<file path="src/rtl/divider.sv">
// ============================================================================
// Module   : divider
// Purpose  : Iterative 32-bit integer divider (radix-2 restoring) for the
//            RISC-V M-extension execute stage. Returns quotient and remainder
//            together with RISC-V semantics for divide-by-zero and signed
//            overflow.
// Revision : 1.0  initial release
// ----------------------------------------------------------------------------
// Ports
//   clk        in   1   rising-edge clock
//   rstn       in   1   synchronous active-low reset
//   in_valid   in   1   operands valid
//   in_ready   out  1   divider idle and able to accept
//   A          in   32  dividend
//   B          in   32  divisor
//   sign       in   1   1 = signed (DIV/REM), 0 = unsigned (DIVU/REMU)
//   out_valid  out  1   Q/R valid
//   out_ready  in   1   consumer takes result
//   Q          out  32  quotient
//   R          out  32  remainder
// ----------------------------------------------------------------------------
// Configuration
//   DIV_SPECIAL_FAST_EN : when defined, divide-by-zero and signed overflow
//                         skip the iteration and reach DONE on the accept
//                         edge. Results are bit-identical either way.
// ============================================================================
`default_nettype none

module divider (
  input  logic        clk,
  input  logic        rstn,
  input  logic        in_valid,
  output logic        in_ready,
  input  logic [31:0] A,
  input  logic [31:0] B,
  input  logic        sign,
  output logic        out_valid,
  input  logic        out_ready,
  output logic [31:0] Q,
  output logic [31:0] R
);

  typedef enum logic [1:0] {
    S_IDLE = 2'd0,
    S_CALC = 2'd1,
    S_FIX  = 2'd2,
    S_DONE = 2'd3
  } state_t;

  state_t      state_q, state_d;
  logic [5:0]  cnt_q,   cnt_d;
  logic [31:0] dvd_q,   dvd_d;   // dividend shifter, doubles as quotient
  logic [31:0] rem_q,   rem_d;   // partial remainder
  logic [31:0] dsr_q,   dsr_d;   // divisor magnitude
  logic [31:0] q_q,     q_d;
  logic [31:0] r_q,     r_d;
  logic        qneg_q,  qneg_d;
  logic        rneg_q,  rneg_d;
  logic        dz_q,    dz_d;

  logic [31:0] a_mag_w;
  logic [31:0] b_mag_w;
  logic [32:0] shift_w;
  logic        ge_w;
  logic [31:0] diff_w;

  // Operand magnitudes; 0x80000000 maps onto itself, which is the correct
  // unsigned magnitude.
  assign a_mag_w = (sign && A[31]) ? (~A + 32'd1) : A;
  assign b_mag_w = (sign && B[31]) ? (~B + 32'd1) : B;

  // Trial subtraction. shift_w can exceed 32 bits when the divisor is large,
  // so the compare uses all 33 bits; when it succeeds the difference is
  // smaller than the divisor and fits in 32 bits.
  assign shift_w = {rem_q, dvd_q[31]};
  assign ge_w    = (shift_w >= {1'b0, dsr_q});
  assign diff_w  = shift_w[31:0] - dsr_q;

`ifdef DIV_SPECIAL_FAST_EN
  logic ovf_w;
  assign ovf_w = sign && (A == 32'h8000_0000) && (B == 32'hFFFF_FFFF);
`endif

  always_comb begin
    state_d = state_q;
    cnt_d   = cnt_q;
    dvd_d   = dvd_q;
    rem_d   = rem_q;
    dsr_d   = dsr_q;
    q_d     = q_q;
    r_d     = r_q;
    qneg_d  = qneg_q;
    rneg_d  = rneg_q;
    dz_d    = dz_q;

    case (state_q)
      S_IDLE: begin
        if (in_valid) begin
          dvd_d   = a_mag_w;
          dsr_d   = b_mag_w;
          rem_d   = 32'd0;
          qneg_d  = sign & (A[31] ^ B[31]);
          rneg_d  = sign & A[31];
          dz_d    = (B == 32'd0);
          cnt_d   = 6'd0;
          state_d = S_CALC;
`ifdef DIV_SPECIAL_FAST_EN
          if (B == 32'd0) begin
            q_d     = 32'hFFFF_FFFF;
            r_d     = A;
            state_d = S_DONE;
          end else if (ovf_w) begin
            q_d     = 32'h8000_0000;
            r_d     = 32'd0;
            state_d = S_DONE;
          end
`endif
        end
      end

      S_CALC: begin
        if (ge_w) begin
          rem_d = diff_w;
          dvd_d = {dvd_q[30:0], 1'b1};
        end else begin
          rem_d = shift_w[31:0];
          dvd_d = {dvd_q[30:0], 1'b0};
        end
        cnt_d = cnt_q + 6'd1;
        if (cnt_q == 6'd31) begin
          state_d = S_FIX;
        end
      end

      S_FIX: begin
        // With a zero divisor every step succeeds, so rem ends as |A| and
        // the sign fix-up restores R = A in both modes.
        if (dz_q) begin
          q_d = 32'hFFFF_FFFF;
        end else begin
          q_d = qneg_q ? (~dvd_q + 32'd1) : dvd_q;
        end
        r_d     = rneg_q ? (~rem_q + 32'd1) : rem_q;
        state_d = S_DONE;
      end

      S_DONE: begin
        if (out_ready) begin
          state_d = S_IDLE;
        end
      end

      default: begin
        state_d = S_IDLE;
      end
    endcase
  end

  always_ff @(posedge clk) begin
    if (!rstn) begin
      state_q <= S_IDLE;
      cnt_q   <= 6'd0;
      dvd_q   <= 32'd0;
      rem_q   <= 32'd0;
      dsr_q   <= 32'd0;
      q_q     <= 32'd0;
      r_q     <= 32'd0;
      qneg_q  <= 1'b0;
      rneg_q  <= 1'b0;
      dz_q    <= 1'b0;
    end else begin
      state_q <= state_d;
      cnt_q   <= cnt_d;
      dvd_q   <= dvd_d;
      rem_q   <= rem_d;
      dsr_q   <= dsr_d;
      q_q     <= q_d;
      r_q     <= r_d;
      qneg_q  <= qneg_d;
      rneg_q  <= rneg_d;
      dz_q    <= dz_d;
    end
  end

  assign in_ready  = (state_q == S_IDLE);
  assign out_valid = (state_q == S_DONE);
  assign Q         = q_q;
  assign R         = r_q;

endmodule

`default_nettype wire

</file>
<file path="config.mk">
export PLATFORM = sky130hd
export DESIGN_NAME = divider
export DESIGN_NICKNAME = d
export VERILOG_FILES = /design/src/rtl/divider.sv
export SDC_FILE = /design/constraint.sdc
export NUM_CORES = 1
export LEC_CHECK = 0
export CAP_MARGIN = 20
export CORE_ASPECT_RATIO = 0.75
export CORE_UTILIZATION = 56
export DETAILED_ROUTE_END_ITERATION = 10
export DONT_BUFFER_PORTS = 1
export GPL_TIMING_DRIVEN = 0
export PLACE_DENSITY = 0.71
export SLEW_MARGIN = 40
export SYNTH_ARGS = -nofsm -noshare
export SYNTH_HDL_FRONTEND = slang
export SYNTH_SLANG_ARGS = --single-unit
</file>
<file path="constraint.sdc">
create_clock -name clk -period 3.7 [get_ports clk]
set_clock_uncertainty 0.05 [all_clocks]
set_input_delay 0.37 -clock clk [delete_from_list [all_inputs] [get_ports clk]]
set_output_delay 0.37 -clock clk [all_outputs]
set_load 0.1 [all_outputs]
</file>
# Word level (Yosys, flattened, before mapping)
# Cells that the tools add are included.
dict set report word_totals {
  out_inout_bits 66
  mem_bits_ro 0
  n_memories 0
  input_bits 69
  mem_bits_rw 0
  register_bits 171
  latch_bits 0
  word_cells 56
}
dict set report classes {
  addsub 6
  n_eq_ne 7
  magnitude_cmp 1
  multipliers 0
  n_bitwise 7
  mux 17
  reduce_logical 8
  shifts 0
  div 0
}
# op count
set op_table {}
lappend op_table {{32-bit two-way mux} 8}
lappend op_table {{32-bit by 1-bit adder with 32-bit output, second input constant} 4}
lappend op_table {{32-bit inverter} 4}
lappend op_table {{32-bit one-hot mux with 2 select lines} 2}
lappend op_table {{33-bit by 32-bit greater-or-equal comparator with 1-bit output} 1}
lappend op_table {{32-bit zero test} 1}
lappend op_table {{32-bit subtractor} 1}
lappend op_table {{6-bit one-hot mux with 2 select lines} 1}
lappend op_table {{2-bit one-hot mux with 4 select lines} 1}
lappend op_table {{6-bit by 1-bit adder with 6-bit output, second input constant} 1}
lappend op_table {{6-bit by 5-bit == test with 1-bit output, second input constant} 1}
lappend op_table {{2-bit two-way mux} 3}
lappend op_table {{6-bit two-way mux} 1}
lappend op_table {{2-bit == test, second input constant} 2}
lappend op_table {{2-bit inequality test, second input constant} 2}
lappend op_table {{2-bit AND reduction} 2}
lappend op_table {{3-bit AND reduction} 1}
lappend op_table {{1-bit AND} 2}
lappend op_table {{2-bit by 1-bit == test with 1-bit output, second input constant} 1}
lappend op_table {{1-bit logical AND} 2}
lappend op_table {{2-bit zero test} 1}
lappend op_table {{2-bit by 1-bit inequality test with 1-bit output, second input constant} 1}
lappend op_table {{2-bit nonzero test} 1}
lappend op_table {{1-bit two-way mux} 1}
lappend op_table {{1-bit XOR} 1}

# Longest topological paths before layout
# Gate-level depths: netlist of run 1.
dict set report logic_depth {
  word_depth 5
  mapped_depth 11
  ltp_nobuf 11
}

# Least setup slack after synthesis of run 1
# OpenSTA, ideal clock, no wires.
dict set report synth_timing {
  path_kind {register to register}
  start {reg dvd_q[31]}
  end {reg rem_q[30]}
  path_stages_with_launch 12
  setup_ns 0.114
  t_arrival_ns 2.636
  required_ns 3.536
  setup_slack_ns 0.901
  n_path_buf 0
  synth_period_minus_slack_ns 2.799
  cell_sequence {dfxtp_1 -> inv_1 -> ha_1 -> inv_1 -> fa_1 -> a21oi_1 -> o2111ai_1 -> a221oi_2 -> o21ai_1 -> o2111a_1 -> o311a_1 -> a21o_1}
}
dict set report synth_via {
  elab_chain_cells 3
  word_cells_on_any_way 4
  cone_classes {add/sub: 1; order compare: 1; mux: 2}
}
# element line
set synth_rtl {}
lappend synth_rtl {{from (decl)} 52} ;# logic [31:0] dvd_q, dvd_d;
lappend synth_rtl {{from (signal assigned)} 174} ;# dvd_q <= dvd_d;
lappend synth_rtl {{32-bit subtractor / 33-bit by 32-bit greater-or-equal comparator with 1-bit output (equally long branches)} {77, 76}}
lappend synth_rtl {{32-bit two-way mux (*)} 122} ;# if (ge_w) begin
lappend synth_rtl {{32-bit one-hot mux with 2 select lines (*)} 96} ;# case (state_q)
lappend synth_rtl {{to (signal assigned)} 175} ;# rem_q <= rem_d;
lappend synth_rtl {{to (decl)} 53} ;# logic [31:0] rem_q, rem_d;
# Mark *: on every way between the ends. The rest lies on a longest branch, timed or not.
# A chain may end at the register's enable or synchronous reset.

# Worst setup path after layout of run 1
# Same ends and word-level chain as after synthesis.

==> summary.md, run 1 <==
Setup total negative slack on the finished layout was measured at 0 ns. Per report_power, the clock group accounts for 16.3% of the total. The final weighted congestion of routability-driven global placement is 0.935. The combinational cell fraction of total power came out at 39.5%. Remaining number of nets flagged by the antenna check after routing: 0. Fill cells in the final layout number 1772. Summed over all layers, the global routing overflow is 0. Once detailed placement completed, the half-perimeter wirelength came to 28200 um.

The post-synth net total was 1554; the total design power was 11.0 mW. The number of antenna violations at the first check in global routing came out at 0. In the final layout, the multi-input gates occupy 7200 um^2.

The count of input and output buffers is 0, and the number of hold buffers added after CTS is 0. Main flop type after synthesis: sky130_fd_sc_hd__dfxtp_1. In this run, placement finished with an instance count of 1696. The number of standard cells after synthesis was 1443; the register area share after synthesis was 30.5%. Setup repair after global routing left no endpoint under its margin. The final layout contains 1573 nets. For the finished layout, the period the worst path requires is 3.51 ns. The mapped netlist covers 11200 um^2. In this run switching power makes up 56.0% of total power. For this design the total switching power over the nets is 6.15 mW. The max-slew violation count came out at 0. The tool flagged a number of max-cap violations equal to 0.

The run gives 9648 as the number of global-route vias before repair. The H-tree generated during clock tree synthesis spans 4 levels. After synthesis, the mean cell area works out to 7.77 um^2.

The logs give 0 for the count of yosys warnings during synthesis and 0.44 ns for the insertion delay to the later sink of the worst-skew pair. Dividing total power by cell area gives a power density of 900 nW/um^2. The post-synthesis cell type count was 78. Summed over all layers, the routed wires come to 36000 um.

The ratio of cells with drive above 1 in the final layout is 9.69%. Before antenna repair, the detailed router went through 11 iterations. TritonCTS built the clock tree. For the pin with the worst max-slew slack, the measured transition is 0.816 ns. In the routed design, unresolved DRC markers number 22. For the number of DRC violations after detailed-routing iteration 0, the log shows 1327. The first global-routing pass estimated 55100 um of wire. After floorplanning, the core was sized to cover 19500 um^2. The internal power was 4.84 mW; the number of buffers created by CTS was 17.

For the number of I/O pins, the log shows 135. Once layout is complete, the cells apart from fillers number 1728. The tools report the final-report hold violation count as 0. The run finished, with violations left. The core utilization of the finished layout came out at 62.6%. Critical path launch point type: a flip-flop.

Of all nets on the critical path, the largest fanout is 6. Data arrives at the worst endpoint at 3.79 ns. Chip width: 165 um.

The cell sitting at the root of the clock tree is a sky130_fd_sc_hd__clkbuf_16. The static power due to leakage was 4.57 nW. The initialized floorplan defines 44 standard-cell rows.

In this run, flip-flops and latches consume 44.3% of the power. The tools report the register area as 3500 um^2. In this run the deepest clock path goes through 2 buffers.

The logs give 20600 um^2 for the full die area and 0.000422 V for the peak supply drop. The worst hold path belongs to the class in2reg. The worst pin sits at a relative slew slack of 45.4%.

The via count normalized by instance count was 6.35. The initial core utilization is 57.5%, and the count of flip-flops with a built-in enable after synthesis is 0. For the total number of clock tree sinks, the log shows 171. The tools report the nature of the critical path endpoint as a flip-flop.

Via count: 10965. After synthesis, the share of flip-flops with an asynchronous set or reset is 0%. The final setup violation count is 0, and the layout overhead on the synthesized area is 8.83%. The worst path uses 94.8% of the clock period. For the antenna diode count, the log shows 0. Counting flops and latches in the post-synthesis netlist gives 171. Entering global routing, the biggest net connects 19 pins.

The worst setup path category is reg2reg. The die outline height was 125 um. After clock tree synthesis, the clock-pin slew on the worst setup and hold paths is 0.07 ns. Total track usage: 35.0%.

The checks that failed: DRC. Timing would allow up to 0.285 GHz. Dividing the detail-routed wire length by the instance count gives 20.9 um. STA puts the critical path data required time at 3.99 ns.
-- sequential cells by signal, summed over array words and instances (netlist names), 2 cells and up --
name	count
Q	32
R	32
cnt_q	6
dsr_q	32
dvd_q	32
rem_q	32
state_q	2
-- final timing paths --
check	slack, ns	endpoint	startpoint	cells past startpoint
hold reg to reg	0.40	dsr_q[23]	dsr_q[23]	2
setup / recovery	0.19	rem_q[30]	dvd_q[31]	11
setup reg to reg	0.19	rem_q[30]	dvd_q[31]	11
hold / removal	0.01	dsr_q[0]	B[0]	2
-- cell families (layout without fill, tap and decap cells) --
logic type               count (synthesis)  after routing  synth area share [%]
AO/OA/AOI/OAI                          423            423                  24.5
XOR/XNOR                               143            143                  11.2
adder cells (fa/ha/maj)                 42             42                  4.75
buffers and inverters                  156            188                  5.47
flip-flops                             171            171                  30.5
multiplexers                            29             29                  2.61
AND/OR/NAND/NOR                        479            479                  21.0
-- stage by stage --
step                      hold WS (ns)  cell area (um^2)  setup slack [ns]
after floorplan                  0.382             11200             0.901
after global placement           0.390             11500             0.114
after detailed placement         0.395             11600             0.115
after CTS                      0.00196             12200            0.0838
after global routing            0.0301             12200            0.0118
final                           0.0102             12200             0.193
-- metal layers --
metal	global-route usage [%]	wire [um]
met4	7.17	567
met5	0	0
met2	44.7	13600
met1	55.7	17200
met3	10.6	4700
-- Yosys cell counts, drive strengths merged (11+ instances only) --
cell type	number	area share [%]
dfxtp	171	31
o211ai	15	1.0
nor2	140	4.7
nand3	38	1.7
nor3	28	1.4
buf	20	0.87
o21ai	118	5.3
o31ai	31	2.1
a32oi	16	1.2
a21oi	88	4.0
clkbuf	76	2.6
nand2b	17	0.95
mux2i	27	2.4
xor2	71	5.5
nand2	147	4.9
ha	41	4.6
inv	60	2.0
nor4	16	1.2
a31oi	22	1.2
or4	17	1.2
or3	11	0.61
xnor2	72	5.6
and3	11	0.61
o41ai	15	1.3
a211oi	54	3.7
o22ai	19	1.1
-- cells in the final DEF, fill, tap and decap left out, drive strengths merged, types with 19 or more instances in the layout --
cell,instances
inv,71
nand3,38
o22ai,19
buf,20
o31ai,31
a21oi,88
o21ai,118
clkbuf,93
nor3,28
a211oi,54
dfxtp,171
nor2,140
xnor2,72
xor2,71
mux2i,27
a31oi,22
nand2,147
ha,41
-- critical path, stage by stage (launching register included) --
cell and delay, ns:
sky130_fd_sc_hd__dfxtp_1 0.33, sky130_fd_sc_hd__inv_1 0.19, sky130_fd_sc_hd__ha_1 0.21, sky130_fd_sc_hd__inv_1 0.05, sky130_fd_sc_hd__fa_1 0.40, sky130_fd_sc_hd__a21oi_1 0.27
sky130_fd_sc_hd__o2111ai_1 0.31, sky130_fd_sc_hd__a221oi_4 0.48, sky130_fd_sc_hd__o21ai_1 0.31, sky130_fd_sc_hd__o2111a_1 0.33, sky130_fd_sc_hd__o311a_1 0.31, sky130_fd_sc_hd__a21o_1 0.16
-- final cells by class --
type                            count  share of cell area (%)
Buffer                             96                    3.18
Clock buffer                       17                    3.49
Sequential cell                   171                    28.7
Multi-Input combinational cell   1116                    59.0
Tap cell                          253                    2.59
Inverter                           60                    1.85
Clock inverter                     15                    1.19
-- power groups by stage --
stage	logic, mW	clock network (mW)	registers, mW
6_report	4.33	1.79	4.86
5_1_grt	4.76	1.86	4.92
4_1_cts	4.21	1.78	4.83
3_5_place_dp	4.17	0	4.88
3_3_place_gp	4.10	0	4.79
2_1_floorplan	3.21	0	4.57
-- what timing repair did --
action	4_1_cts	5_1_grt
endpoints found under the setup margin	0	2
setup buffers	0	0
gates resized for setup	0	1
Note: power is estimated with default switching activity, not from simulation.
==> run 2: changes to the inputs <==
--- a/config.mk
+++ b/config.mk
@@ -5,6 +5,7 @@
 export SDC_FILE = /design/constraint.sdc
 export NUM_CORES = 1
 export LEC_CHECK = 0
+export ABC_AREA = 1
 export CAP_MARGIN = 20
 export CORE_ASPECT_RATIO = 0.75
 export CORE_UTILIZATION = 56
==> run 2 against run 1 <==
Against the previous run: the run now ends clean; fmax is 24% higher; global-route usage up 3.5 points; core utilization is 0.11 points lower; largest cell class unchanged; highest routed layer unchanged.
==> summary.md, run 2 <==
The switching portion of total power works out to 56.6% (+0.67 points). The post-cts resize count was 0 (unchanged); the number of antenna violations at the first check in global routing was 0 (unchanged). The number of DRC violations after detailed-routing iteration 0 came out at 1579 (+19%). The most frequent cell after synthesis is sky130_fd_sc_hd__nand2_1. Count of flip-flops with a built-in enable after synthesis: 0 (unchanged).

The initial core utilization was 57.7% (+0.19 points); the maximum level of the CTS H-tree was 4 (unchanged). The critical path launch point type is a flip-flop. The run finished with clean final reports. Setup repair after global routing left no endpoint under its margin. Transition at the pin with the smallest max-transition slack: 0.870 ns (+0.0538 ns). The post-synth net total is 2211 (+42%). STA classifies the critical path endpoint as a flip-flop. The share of power burned in the clock network came out at 16.2% (about the same). The combinational cell fraction of total power is 46.6% (+7.1 points). The final routed wirelength across all metal layers was 45100 um (+25%); the synthesized-area fraction occupied by and/or/nand/nor cells was 35.8% (+15 points). The number of I/O pins is 135 (unchanged), and the layout overhead on the synthesized area is 8.27%. The run gives 42.0% (-3.4 points) as the max-slew headroom at the worst pin. The number of register bits inferred by synthesis was 171 (unchanged).

In the layout the commonest cells are sky130_fd_sc_hd__nand2_1 (559), sky130_fd_sc_hd__inv_1 (302), sky130_fd_sc_hd__nor2_1 (192). The number of hold buffers added after CTS is 0 (unchanged), and the register area share after synthesis is 26.5% (-4.0 points). Post-synthesis cell type count: 54 (-31%). The run gives 5.18 mW (+7.2%) as the internal power.

For the number of detailed-routing iterations run before antenna repair, the log shows 5 (-6). Largest fanout of any net on the critical path: 10 (+4). The remaining number of nets flagged by the antenna check after routing was 0 (unchanged).

The CTS clock-pin slew for the worst setup and hold paths came out at 0.06 ns (about the same). For the final-report hold violation count, the log shows 0 (unchanged). For the core utilization of the finished layout, the log shows 62.5% (-0.11 points). The via count normalized by instance count is 5.74 (-9.6%), and the final worst-path cycle share is 76.5% (-18 points).

The worst hold path class was in2reg. The share of synthesized flip-flops with an asynchronous set or reset was 0% (unchanged). The total number of clock tree sinks came out at 171 (unchanged). The share of the synthesized area in the top cell type came out at 26.5% (-4.0 points).

The cell taking the most area after synthesis was sky130_fd_sc_hd__dfxtp_1. The library cell used most frequently in the layout, excluding fill and tap cells, is sky130_fd_sc_hd__nand2_1. TritonCTS built the clock tree. The run gives 12282 (+27%) as the number of global-route vias before repair. The data arrival time of the critical path is 3.14 ns (-0.65 ns). For the full die area, the log shows 23700 um^2 (+15%). Worst setup path category: reg2reg.

The count of input and output buffers is 0 (unchanged). The run gives 6.76 nW (+48%) as the static power due to leakage. The logs give 0 ns (unchanged) for the final setup TNS and 1.00 (+7.5%) for the final weighted congestion of routability-driven global placement. The total track usage is 38.5% (+3.5 points), and the xor/xnor cell area share of the yosys netlist is 3.94% (-7.2 points). The root buffer cell was sky130_fd_sc_hd__clkbuf_16. The total design power came out at 12.0 mW (+8.9%).

The minimum clock period was 2.83 ns (-0.678 ns). The count of yosys warnings during synthesis was 0 (unchanged); the chip width was 177 um (+7.2%). The run gives 0.354 GHz (+24%) as the top achievable clock speed.

The data required time of the critical path is 4.02 ns (+0.03 ns), and the switching power is 6.77 mW (+10%). The insertion delay to the later sink of the worst-skew pair came out at 0.45 ns (about the same). The antenna diode count was 0 (unchanged).

Post-detailed-route wirelength per cell: 18.6 um (-11%). Core box area: 22300 um^2 (+15%). The peak supply drop is 0.000678 V (+61%). Global-route wire length before repair: 69100 um (+25%).

For the total congestion overflow, the log shows 0 (unchanged). By area, the combinational part of the netlist is dominated by simple AND/OR/NAND/NOR gates. The average instance area after synthesis is 6.14 um^2 (-21%). Number of standard cells after synthesis: 2100 (+46%).

The run gives 17 (-2) as the pin count of the biggest net entering global routing. The die outline height came out at 133 um (+7.1%). The max-slew violation count is 0 (unchanged).

Final setup violation count: 0 (unchanged). The number of fill cells is 2174 (+23%), and the power per standard cell area is 856 nW/um^2 (-4.9%). The post-synthesis cell area was 12900 um^2 (+15%); the ratio of cells with drive above 1 in the final layout was 10.2% (+0.49 points). Main flop type after synthesis: sky130_fd_sc_hd__dfxtp_1.

The share of the synthesized area in compound gates (AO/OA/AOI/OAI) was 17.2% (-7.3 points). The tools report the number of buffers created by CTS as 17 (unchanged). The net total in the final layout was 2230 (+42%); the mux cell area share after synthesis was 0% (-2.6 points). Adder-cell share of the synthesized area: 4.13% (-0.62 points). The commonest cells after synthesis are sky130_fd_sc_hd__nand2_1 (559), sky130_fd_sc_hd__inv_1 (302), sky130_fd_sc_hd__nor2_1 (192). Sum of net half-perimeters after detailed placement: 36700 um (+30%). The worst-case clock buffer depth was 2 (unchanged); the number of core rows was 47 (+6.8%).

The number of post-CTS setup repair buffers was 0 (unchanged). The logs give 37.2% (-7.1 points) for the part of the total power dissipated in sequential elements and 0 (-100%) for the residual DRC count. The via count is 13910 (+27%). For the count of max-cap constraint violations, the log shows 0 (unchanged). Sorting the synthesized cells by area gives the leading types as sky130_fd_sc_hd__dfxtp_1 (27%), sky130_fd_sc_hd__nand2_1 (16%), sky130_fd_sc_hd__inv_1 (8.8%), sky130_fd_sc_hd__a21oi_1 (6.6%), sky130_fd_sc_hd__nor2_1 (5.6%).
[run 2: changes by cell type in the layout (fill, tap and decap cells not counted), sizes merged, moves of 51 or more]
cell   change
nand2    +430
xnor2     -51
nand3    +108
a21oi     +90
nor2      +69
inv      +251
[run 2: critical path, cell delays in order, from the launching register on]
cell and delay (ns):
sky130_fd_sc_hd__dfxtp_1 0.33, sky130_fd_sc_hd__inv_1 0.11, sky130_fd_sc_hd__ha_2 0.60, sky130_fd_sc_hd__o21ai_2 0.33, sky130_fd_sc_hd__inv_1 0.24, sky130_fd_sc_hd__buf_2 0.31, sky130_fd_sc_hd__clkbuf_1 0.47, sky130_fd_sc_hd__nand2_1 0.13
sky130_fd_sc_hd__a21oi_2 0.16
[run 2: cell type report]
| type | instances | area, um^2 | area share [%] |
|---|---|---|---|
| tap | 294 | 368 | 2.63 |
| clock buffer | 21 | 450 | 3.22 |
| multi-input combinational | 1526 | 7880 | 56.4 |
| buffer | 80 | 388 | 2.78 |
| clock inverter | 10 | 164 | 1.17 |
| inverter | 323 | 1210 | 8.68 |
| sequential | 171 | 3500 | 25.1 |
[run 2: path summary, 6_finish.rpt]
kind,start,slack (ns),to,depth (start not counted)
worst max-delay path,state_q[0],0.87,rem_q[28],8
worst min-delay path,A[31],0.08,dvd_q[31],2
worst max register to register,state_q[0],0.87,rem_q[28],8
worst min register to register,dvd_q[25],0.43,dvd_q[25],2
[run 2: power groups by stage]
stage / logic (mW) / clock network [mW] / registers [mW]
3_5_place_dp: 5.36 / 0 / 4.48
2_1_floorplan: 3.94 / 0 / 4.23
4_1_cts: 5.40 / 1.93 / 4.43
6_report: 5.58 / 1.94 / 4.44
3_3_place_gp: 5.29 / 0 / 4.40
5_1_grt: 6.11 / 2.01 / 4.50
[run 2: cells by family after synthesis]
logic type | after synthesis
xor+xnor | 58
compound gates | 391
simple gates | 1035
flops | 171
buf+inv | 403
fa+ha+maj | 42
[run 2: routing by layer]
| metal | track usage, % | wire length, um |
|---|---|---|
| met3 | 12.2 | 6010 |
| met4 | 8.88 | 727 |
| met1 | 60.7 | 21900 |
| met5 | 0 | 0 |
| met2 | 49.0 | 16500 |
[run 2: per-stage QoR]
stage	worst slack (ns)	hold WS, ns	area, um^2	std cells
floorplan	1.26	0.403	12900	2100
global placement	0.540	0.418	13300	2394
detailed placement	0.953	0.427	13400	2394
CTS	0.925	0.0622	14000	2425
global route	0.744	0.0656	14000	2425
finish	0.871	0.0769	14000	2425
==> run 3: changes to the inputs <==
--- a/config.mk
+++ b/config.mk
@@ -12,7 +12,7 @@
 export DETAILED_ROUTE_END_ITERATION = 10
 export DONT_BUFFER_PORTS = 1
 export GPL_TIMING_DRIVEN = 0
-export PLACE_DENSITY = 0.71
+export PLACE_DENSITY = 0.74
 export SLEW_MARGIN = 40
 export SYNTH_ARGS = -nofsm -noshare
 export SYNTH_HDL_FRONTEND = slang
==> constraint.sdc (replaced) <==
create_clock -name clk -period 2.4 [get_ports clk]
set_clock_uncertainty 0.05 [all_clocks]
set_input_delay 0.24 -clock clk [delete_from_list [all_inputs] [get_ports clk]]
set_output_delay 0.24 -clock clk [all_outputs]
set_load 0.1 [all_outputs]
==> run 3 against run 2 <==
Against the previous run: the flow now finishes with violations (setup timing); via count increased by 2.7%; clock power is 44% higher; total power rose by 56%; critical path depth is 7 higher; first-iteration DRC count is 15% higher; die area is the same; sequential share of layout area decreased by 0.65 points; final area rose by 3.2%; flip-flop and latch count unchanged; cell count is 0.99% higher; register-to-register slack got worse by 0.89 ns; count of clock-buffer cells in the layout up 1; largest power group unchanged.
==> summary.md, run 3 (synthesis results as in run 2) <==
The worst setup path is launched from a flip-flop. The run finished, with violations left. The static power due to leakage is 6.91 nW (+2.1%), and the total congestion overflow is 0 (unchanged). For the full die area, the log shows 23700 um^2 (unchanged). The top achievable clock speed came out at 0.413 GHz (+17%).

The tools report the part of the total power dissipated in sequential elements as 36.9% (-0.3 points). The library cell used most frequently in the layout, excluding fill and tap cells, is sky130_fd_sc_hd__nand2_1. The run gives 0 (unchanged) as the number of antenna violations at the first check in global routing. The worst-case clock buffer depth was 2 (unchanged); the CTS clock-pin slew for the worst setup and hold paths was 0.07 ns (about the same). The run gives 0.45 ns (about the same) as the insertion delay to the later sink of the worst-skew pair.

In this run the clock root is driven by a sky130_fd_sc_hd__clkbuf_16. The maximum level of the CTS H-tree is 4 (unchanged), and the number of detailed-routing iterations run before antenna repair is 6 (+1). The number of buffers created by CTS came out at 17 (unchanged).

The run gives 37.8% (-0.69 points) as the total track usage. The final non-filler cell area came out at 14400 um^2 (+3.2%). For the global-route wire length before repair, the log shows 68400 um (-1.1%). The critical path ends at rem_q[24]. The final setup TNS is -0.0230 ns (-0.0230 ns), and the final weighted congestion of routability-driven global placement is 1.03 (+2.8%). In this design, the largest share of critical-path delay is due to simple AND/OR/NAND/NOR gates.

The cell count of the worst reg-to-reg path was 15 (+7). In the layout the commonest cells are sky130_fd_sc_hd__nand2_1 (556), sky130_fd_sc_hd__inv_1 (300), sky130_fd_sc_hd__nor2_1 (187). The worst hold path class is in2reg. The count of input and output buffers was 0 (unchanged); the remaining number of nets flagged by the antenna check after routing was 0 (unchanged). The run gives 48.1% (+1.5 points) as the combinational cell fraction of total power. Minimum clock period: 2.42 ns (-0.406 ns).

The post-placement worst setup slack is -0.399 ns (-1.35 ns). STA classifies the critical path endpoint as a flip-flop. The tools report the final routed wirelength across all metal layers as 45200 um (+0.21%).

Share of power burned in the clock network: 15.1% (-1.1 points). The final-report hold violation count is 0 (unchanged). The count of max-cap constraint violations was 0 (unchanged). The tools report the critical path startpoint as dvd_q[31].

The chip width is 177 um (unchanged). The longest individual stage delay on the worst path is 0.39 ns (-0.21 ns), and the internal power is 8.01 mW (+55%). The run gives -0.0230 ns (-0.894 ns) as the final critical-path setup slack. The final reports fail on setup timing. The master of the slowest instance on the critical path is sky130_fd_sc_hd__fa_2. Residual DRC count: 0 (unchanged). Counting stages on the worst path, the most repeated cell is sky130_fd_sc_hd__nand2_1. The run gives 2.74 ns (-0.40 ns) as the data arrival time of the critical path. The power per standard cell area was 1290 nW/um^2 (+51%); the peak supply drop was 0.00121 V (+78%). The total number of clock tree sinks was 171 (unchanged).

Setup repair after global routing could not meet its margin everywhere. The logs give 22300 um^2 (unchanged) for the core box area and 12130 (-1.2%) for the number of global-route vias before repair. The worst slack on hold paths was 0.00581 ns (-0.0711 ns). The final worst-path cycle share is 101% (+25 points), and the antenna diode count is 0 (unchanged). The number of fill cells is 2139 (-1.6%), and the transition at the pin with the smallest max-transition slack is 0.897 ns (+0.0278 ns). For the data required time of the critical path, the log shows 2.72 ns (-1.30 ns).

The die outline height was 133 um (unchanged); the number of stages on the worst setup path was 15 (+7). Walking the worst path, the cells encountered are inv_2, ha_1, inv_1, fa_2, nand3_1, nand3_2, nand2_1, nand3_2, nand2_1, nand3_1, nand2_1, nand2_1, nand2_1, nand3_1, a21oi_1. The sum of net half-perimeters after detailed placement was 36100 um (-1.6%). For the reg2reg setup slack, the log shows -0.02 ns (-0.89 ns). The tools report the net total in the final layout as 2254 (+1.1%). TritonCTS built the clock tree. Relative to the synthesized area, the layout overhead comes to 11.7%. For the switching power, the log shows 10.6 mW (+56%). The end of the worst register-to-register path was rem_q[24]. The tools report the placement-stage cell area as 13400 um^2 (unchanged).

Via count normalized by instance count: 5.83 (+1.6%). The number of buffer and inverter instances along the worst setup path works out to 2 (-2). For the max-slew headroom at the worst pin, the log shows 40.2% (-1.9 points). Worst setup path category: reg2reg. The switching portion of total power is 56.9% (+0.28 points), and the number of core rows is 47 (unchanged). The number of I/O pins is 135 (unchanged), and the via count is 14279 (+2.7%). The pin count of the biggest net entering global routing is 17 (unchanged), and the final setup violation count is 1 (+1).

The post-detailed-route wirelength per cell was 18.5 um (-0.77%); the max-slew violation count was 0 (unchanged). The initial core utilization was 57.7% (unchanged). The largest fanout of any net on the critical path works out to 3 (-7).

The critical register-to-register path startpoint was dvd_q[31]. Ratio of cells with drive above 1 in the final layout: 13.1% (+2.9 points). The tools report the number of DRC violations after detailed-routing iteration 0 as 1808 (+15%).
[run 3: changes by cell type in the layout (fill, tap and decap cells not counted), sizes merged]
cell / previous run / this run
clkbuf: 74 / 79
clkinv: 6 / 8
inv: 322 / 320
dlygate4sd3: 0 / 20
clkinvlp: 1 / 3
bufinv: 4 / 1
[run 3: worst min-delay path by stage]
| stage | to | cells after the start | from |
|---|---|---|---|
| 2_1_floorplan | dsr_q[0] | 2 | B[0] |
| 6_report | dz_q | 3 | B[26] |
| 5_1_grt | dvd_q[31] | 3 | sign |
| 4_1_cts | dz_q | 3 | B[26] |
| 3_3_place_gp | dsr_q[31] | 3 | B[30] |
| 3_5_place_dp | dsr_q[31] | 3 | B[30] |
[run 3: what timing repair did]
action | 4_1_cts | 5_1_grt
hold endpoints to repair | 18 | 0
buffers inserted | 2 | 2
setup endpoints to repair | 91 | 86
pin swaps | 1 | 3
resized for setup | 16 | 63
hold buffers | 20 | 0
[run 3: per-layer routing]
metal | global-route usage [%] | part of all wire, % | wire, um
met4 | 8.12 | 1.5 | 661
met2 | 50.5 | 38 | 17400
met3 | 8.68 | 13 | 6060
met5 | 0 | 0 | 0
met1 | 59.9 | 47 | 21100
[run 3: tightest hold or removal path, stage by stage]
cell and delay (ns):
sky130_fd_sc_hd__nor3_1 0.05, sky130_fd_sc_hd__nand4_1 0.10, sky130_fd_sc_hd__a21oi_1 0.06
[run 3: cell type report]
cell class / count / area (um^2) / area share [%]
sequential: 171 / 3520 / 24.4
inverter: 323 / 1220 / 8.44
buffer: 80 / 412 / 2.86
timing repair buffer: 24 / 230 / 1.60
clock inverter: 9 / 88.8 / 0.616
multi-input combinational: 1526 / 8080 / 56.1
clock buffer: 22 / 494 / 3.43
tap: 294 / 368 / 2.55
[run 3: power groups by stage]
stage | clock network, mW | registers (mW) | logic, mW
floorplan | 0 | 6.52 | 6.08
global placement | 0 | 6.77 | 8.08
detailed placement | 0 | 6.90 | 8.23
CTS | 2.78 | 6.83 | 8.41
global route | 2.90 | 6.93 | 9.69
finish | 2.80 | 6.85 | 8.94
[run 3: through the flow]
| step | util, % | power [mW] | std cells |
|---|---|---|---|
| floorplan | - | 12.6 | 2100 |
| global placement | 59.4 | 14.9 | 2394 |
| detailed placement | 59.8 | 15.1 | 2394 |
| CTS | 63.5 | 18.0 | 2447 |
| global route | 64.5 | 19.5 | 2449 |
| finish | 64.5 | 18.6 | 2449 |
